$ cat src/rtl/alu_seq_driver.sv
// Sequences one command at a time through an external combinational ALU:
// latch operands, wait SETTLE cycles, capture the result, hold it until taken.
// Optional statistics counters are enabled with `define ALU_SEQ_STATS_EN.
module alu_seq_driver #(
    parameter int N      = 8,
    parameter int SETTLE = 1    // legal range 1..15
) (
    input  logic         clk,
    input  logic         rst_n,
    input  logic         cmd_valid,
    output logic         cmd_ready,
    input  logic [N-1:0] cmd_a,
    input  logic [N-1:0] cmd_b,
    input  logic [2:0]   cmd_oper,
    output logic [N-1:0] alu_a,
    output logic [N-1:0] alu_b,
    output logic [2:0]   alu_oper,
    input  logic [N-1:0] alu_result,
    input  logic         alu_zero,
    input  logic         alu_carry,
    input  logic         alu_overflow,
    input  logic         alu_negative,
    output logic         rsp_valid,
    input  logic         rsp_ready,
    output logic [N-1:0] rsp_result,
    output logic [3:0]   rsp_flags,
    output logic         rsp_err,
    output logic         busy
`ifdef ALU_SEQ_STATS_EN
    ,
    output logic [15:0]  stat_cmd_cnt,
    output logic [15:0]  stat_err_cnt
`endif
);

    typedef enum logic [1:0] {
        S_IDLE   = 2'd0,
        S_SETTLE = 2'd1,
        S_RESP   = 2'd2
    } state_t;

    localparam logic [3:0] CNT_INIT = 4'(SETTLE - 1);

    state_t         r_state;
    state_t         w_next;
    logic [3:0]     r_cnt;
    logic [N-1:0]   r_alu_a;
    logic [N-1:0]   r_alu_b;
    logic [2:0]     r_alu_oper;
    logic [N-1:0]   r_rsp_result;
    logic [3:0]     r_rsp_flags;
    logic           r_rsp_err;
    logic           w_accept;
    logic           w_capture;
    logic           w_div0;

    assign alu_a      = r_alu_a;
    assign alu_b      = r_alu_b;
    assign alu_oper   = r_alu_oper;
    assign rsp_result = r_rsp_result;
    assign rsp_flags  = r_rsp_flags;
    assign rsp_err    = r_rsp_err;

    assign w_accept  = cmd_valid && (r_state == S_IDLE);
    assign w_capture = (r_state == S_SETTLE) && (r_cnt == 4'd0);
    // DIV and MOD with a zero divisor: the ALU's answer is meaningless, so override it.
    assign w_div0    = ((r_alu_oper == 3'b010) || (r_alu_oper == 3'b011)) && (r_alu_b == '0);

    always_ff @(posedge clk or negedge rst_n) begin
        if (!rst_n) r_state <= S_IDLE;
        else        r_state <= w_next;
    end

    always_comb begin
        w_next    = r_state;
        cmd_ready = 1'b0;
        rsp_valid = 1'b0;
        busy      = 1'b1;
        case (r_state)
            S_IDLE: begin
                cmd_ready = 1'b1;
                busy      = 1'b0;
                if (cmd_valid) w_next = S_SETTLE;
            end
            S_SETTLE: begin
                if (r_cnt == 4'd0) w_next = S_RESP;
            end
            S_RESP: begin
                rsp_valid = 1'b1;
                if (rsp_ready) w_next = S_IDLE;
            end
            default: w_next = S_IDLE;
        endcase
    end

    always_ff @(posedge clk or negedge rst_n) begin
        if (!rst_n) begin
            r_cnt        <= 4'd0;
            r_alu_a      <= '0;
            r_alu_b      <= '0;
            r_alu_oper   <= 3'b000;
            r_rsp_result <= '0;
            r_rsp_flags  <= 4'b0000;
            r_rsp_err    <= 1'b0;
        end else begin
            if (w_accept) begin
                r_alu_a    <= cmd_a;
                r_alu_b    <= cmd_b;
                r_alu_oper <= cmd_oper;
                r_cnt      <= CNT_INIT;
            end else if (r_state == S_SETTLE && r_cnt != 4'd0) begin
                r_cnt <= r_cnt - 4'd1;
            end
            if (w_capture) begin
                if (w_div0) begin
                    r_rsp_result <= '0;
                    r_rsp_flags  <= 4'b0001;
                    r_rsp_err    <= 1'b1;
                end else begin
                    r_rsp_result <= alu_result;
                    r_rsp_flags  <= {alu_negative, alu_overflow, alu_carry, alu_zero};
                    r_rsp_err    <= 1'b0;
                end
            end
        end
    end

`ifdef ALU_SEQ_STATS_EN
    logic [15:0] r_stat_cmd;
    logic [15:0] r_stat_err;

    // Free-running counters; natural 16-bit overflow gives the wrap to zero.
    always_ff @(posedge clk or negedge rst_n) begin
        if (!rst_n) begin
            r_stat_cmd <= 16'd0;
            r_stat_err <= 16'd0;
        end else begin
            if (w_accept)            r_stat_cmd <= r_stat_cmd + 16'd1;
            if (w_capture && w_div0) r_stat_err <= r_stat_err + 16'd1;
        end
    end

    assign stat_cmd_cnt = r_stat_cmd;
    assign stat_err_cnt = r_stat_err;
`endif

endmodule

$ cat config.mk
export PLATFORM = sky130hd
export DESIGN_NAME = alu_seq_driver
export DESIGN_NICKNAME = d
export VERILOG_FILES = /design/src/rtl/alu_seq_driver.sv
export SDC_FILE = /design/constraint.sdc
export NUM_CORES = 1
export LEC_CHECK = 0
export CAP_MARGIN = 20
export CORE_MARGIN = 2
export CORE_UTILIZATION = 40
export CTS_CLUSTER_DIAMETER = 60
export DETAILED_ROUTE_END_ITERATION = 8
export PLACE_DENSITY_LB_ADDON = 0.25
export SYNTH_ARGS = -nofsm -noshare
export SYNTH_HDL_FRONTEND = slang
export SYNTH_SLANG_ARGS = --single-unit
export TNS_END_PERCENT = 5
$ cat constraint.sdc
create_clock -name clk -period 5.43 [get_ports clk]
set_clock_uncertainty 0.15 [all_clocks]
set_input_delay 0.8145 -clock clk [delete_from_list [all_inputs] [get_ports clk]]
set_output_delay 0.8145 -clock clk [all_outputs]
set_load 0.02 [all_outputs]
==> results_dict.tcl <==
set metrics [dict create \
    synthesis.nets 157 \
    syn_avg_cell_area_um2 13.4 \
    ys_warn_count 0 \
    hold-path-endpoint "rsp_flags[3]" \
    relSlewSlack 0.423 \
    grt_max_degree 39 \
    pwr-share-seq 0.348 \
    drt_iter0_markers 65 \
    power_density_nw_per_um2 610 \
    hpwl_mm 2.37 \
    route.vias.total 1212 \
    worst_pin_slew_ns 0.865 \
    synth-seq-cells 38 \
    ant_nets 0 \
    p_switching_mw 0.556 \
    initial_core_util 0.407 \
    rsz0062_at_grt "false" \
    synthCells 120 \
    setup_tns_ns 0 \
    fin_crit_ns 2.63 \
    clockRootBuffer "clkbuf_8" \
    max-vdd-ir-drop_mv 0.291 \
    power.share.clock 0.118 \
    switching_share 0.379 \
    final_hold_viol_count 0 \
    pwr-share-comb 0.534 \
    num_rows 23 \
    drc_errors 0 \
    yosys.area_share.adder 0.0156 \
    instances_no_fill 240 \
    reg2reg_from "r_state[1]" \
    mostFrequentLayoutCells "clkdlybuf4s50_1 (68), dfrtp_1 (38), mux2_2 (20), nand3_1 (11), o2bb2ai_1 (11)" \
    slew_violations 0 \
    clock.fmax_ghz 0.380 \
    die_w_um 67.3 \
    portBuffers 69 \
    ys_seq_area_frac 0.593 \
    cts_setup_buffers 0 \
    min_path_type "reg -> reg" \
    routed_wl_mm 3.37 \
    whs_ns 0.340 \
    holdCritStartpoint "rsp_flags[3]" \
    cp_top_family "buffers and inverters" \
    maxCapViolations 0 \
    cts_buffers 5 \
    first_pass_iters 4 \
    grt_pass1_vias 1227 \
    intPower_mw 0.909 \
    n_fill_cell 291 \
    synth_edf_count 0 \
    critPathMaxStageDelay_ns 0.60 \
    layout.cells.most_common "clkdlybuf4s50_1" \
    antenna_found_initial 0 \
    synth_compound_gate_area_share 0.101 \
    die_y_um 67.3 \
    layout-drive-gt1-share 0.163 \
    antenna_cells 0 \
    crit_buf_inv 2 \
    cts-resized-gates 0 \
    cts_tree "done" \
    arrival_ns 1.67 \
    slowest_stage "clkdlybuf4s50_1" \
    num_io_pins 70 \
    period_share 0.484 \
    globalRouteOverflowTotal 0 \
    viasPerCell 5.05 \
    design.core.area_um2 3940 \
    critPathLaunchType "flop" \
    synth_top_flop_cell "dfrtp_1" \
    worstRegToRegCells 3 \
    cts_buffer_depth 2 \
    grtUsageTotal 0.162 \
    synthXorXnorAreaFrac 0 \
    grt_pass1_wl_mm 5.44 \
    path_max_fanout 5 \
    synth-simple-area-share 0.113 \
    yosys.cell_types.count 27 \
    synth_mux_area_frac 0.140 \
    cts_max_level 2 \
    setup_violations 0 \
    cp.required_ns 4.47 \
    crit_type "reg -> out" \
    wl_per_cell_um 14.0 \
    holdBufCountCts 0 \
    p_leak_nw 0.991 \
    syn_area_um2 1600 \
    place.gp.congestion 0.788 \
    synth_top_family_by_area "multiplexers" \
    die_area_um2 4530 \
    clk_latency_ns 0.28 \
    clock-sinks 38 \
    holdPathStages 1 \
    dpl.cell_count 232 \
    r2r_slack_ns 3.14 \
    crit_chain "or2_2 > inv_1 > clkdlybuf4s50_1" \
    end_kind "output port" \
    path_clk_slew_ns 0.06 \
    status "finished, final reports clean" \
    nets 227 \
    syn_to_final_growth_pct 49.8 \
    r2r_end "rsp_err" \
    synthArstFlopShare 1.00 \
]
-- stage by stage --
stage	setup WS, ns	instance area [µm²]	util	power [mW]
after floorplan	3.45	1600	-	0.948
after global placement	2.76	2310	0.587	1.27
after detailed placement	2.68	2310	0.587	1.29
after CTS	2.65	2390	0.606	1.47
after global routing	2.73	2400	0.609	1.57
final	2.80	2400	0.609	1.46
-- kinds of logic (layout without fill, tap and decap cells) --
group | count (synthesis) | in the layout
adder cells (fa/ha/maj) | 2 | 2
AO/OA/AOI/OAI | 21 | 21
flip-flops | 38 | 38
AND/OR/NAND/NOR | 26 | 26
buffers and inverters | 13 | 83
multiplexers | 20 | 20
-- power by group through the flow --
| stage | combinational [mW] | sequential (mW) | clock [mW] |
|---|---|---|---|
| 6_report | 0.782 | 0.510 | 0.173 |
| 5_1_grt | 0.847 | 0.527 | 0.197 |
| 4_1_cts | 0.781 | 0.510 | 0.182 |
| 3_5_place_dp | 0.778 | 0.513 | 0 |
| 3_3_place_gp | 0.762 | 0.507 | 0 |
| 2_1_floorplan | 0.305 | 0.642 | 0 |
-- worst max-delay path by stage --
| stage | start | endpoint | depth (start not counted) |
|---|---|---|---|
| floorplan | cmd_valid | alu_a[0] | 4 |
| global placement | r_cnt[0] | rsp_err | 5 |
| detailed placement | r_cnt[0] | rsp_err | 5 |
| CTS | r_cnt[0] | rsp_err | 5 |
| global route | r_state[1] | cmd_ready | 3 |
| finish | r_state[0] | cmd_ready | 3 |
-- final cells by class --
| cell class | instances | area, µm² | area share |
|---|---|---|---|
| sequential | 38 | 951 | 0.396 |
| clock buffer | 7 | 76.3 | 0.0318 |
| timing repair buffer | 70 | 697 | 0.290 |
| inverter | 6 | 22.5 | 0.00938 |
| tap | 50 | 62.6 | 0.0260 |
| multi-input combinational | 69 | 593 | 0.247 |
-- flip-flops by register name (all words and copies together), names as in the netlist --
signal	cells
rsp_result	8
r_state	2
alu_a	8
r_cnt	4
alu_b	8
rsp_flags	4
rsp_err	1
alu_oper	3
-- Yosys cell counts (all sizes together), types with 3 or more instances --
library cell	instances	area, µm²
buf	4	26.3
dfrtp	38	951
inv	6	22.5
mux2	20	225
o2bb2ai	11	96.3
o21ai	4	20.0
nand3	11	55.1
clkbuf	3	11.3
-- layer usage --
metal,up-vias,global-route usage,wire (µm)
met5,-,0,0
met4,0,0.0536,32
met3,3,0.0600,270
met2,47,0.272,1690
met1,591,0.193,1380
li1,571,-,-
Note: power is estimated with default switching activity, not from simulation.
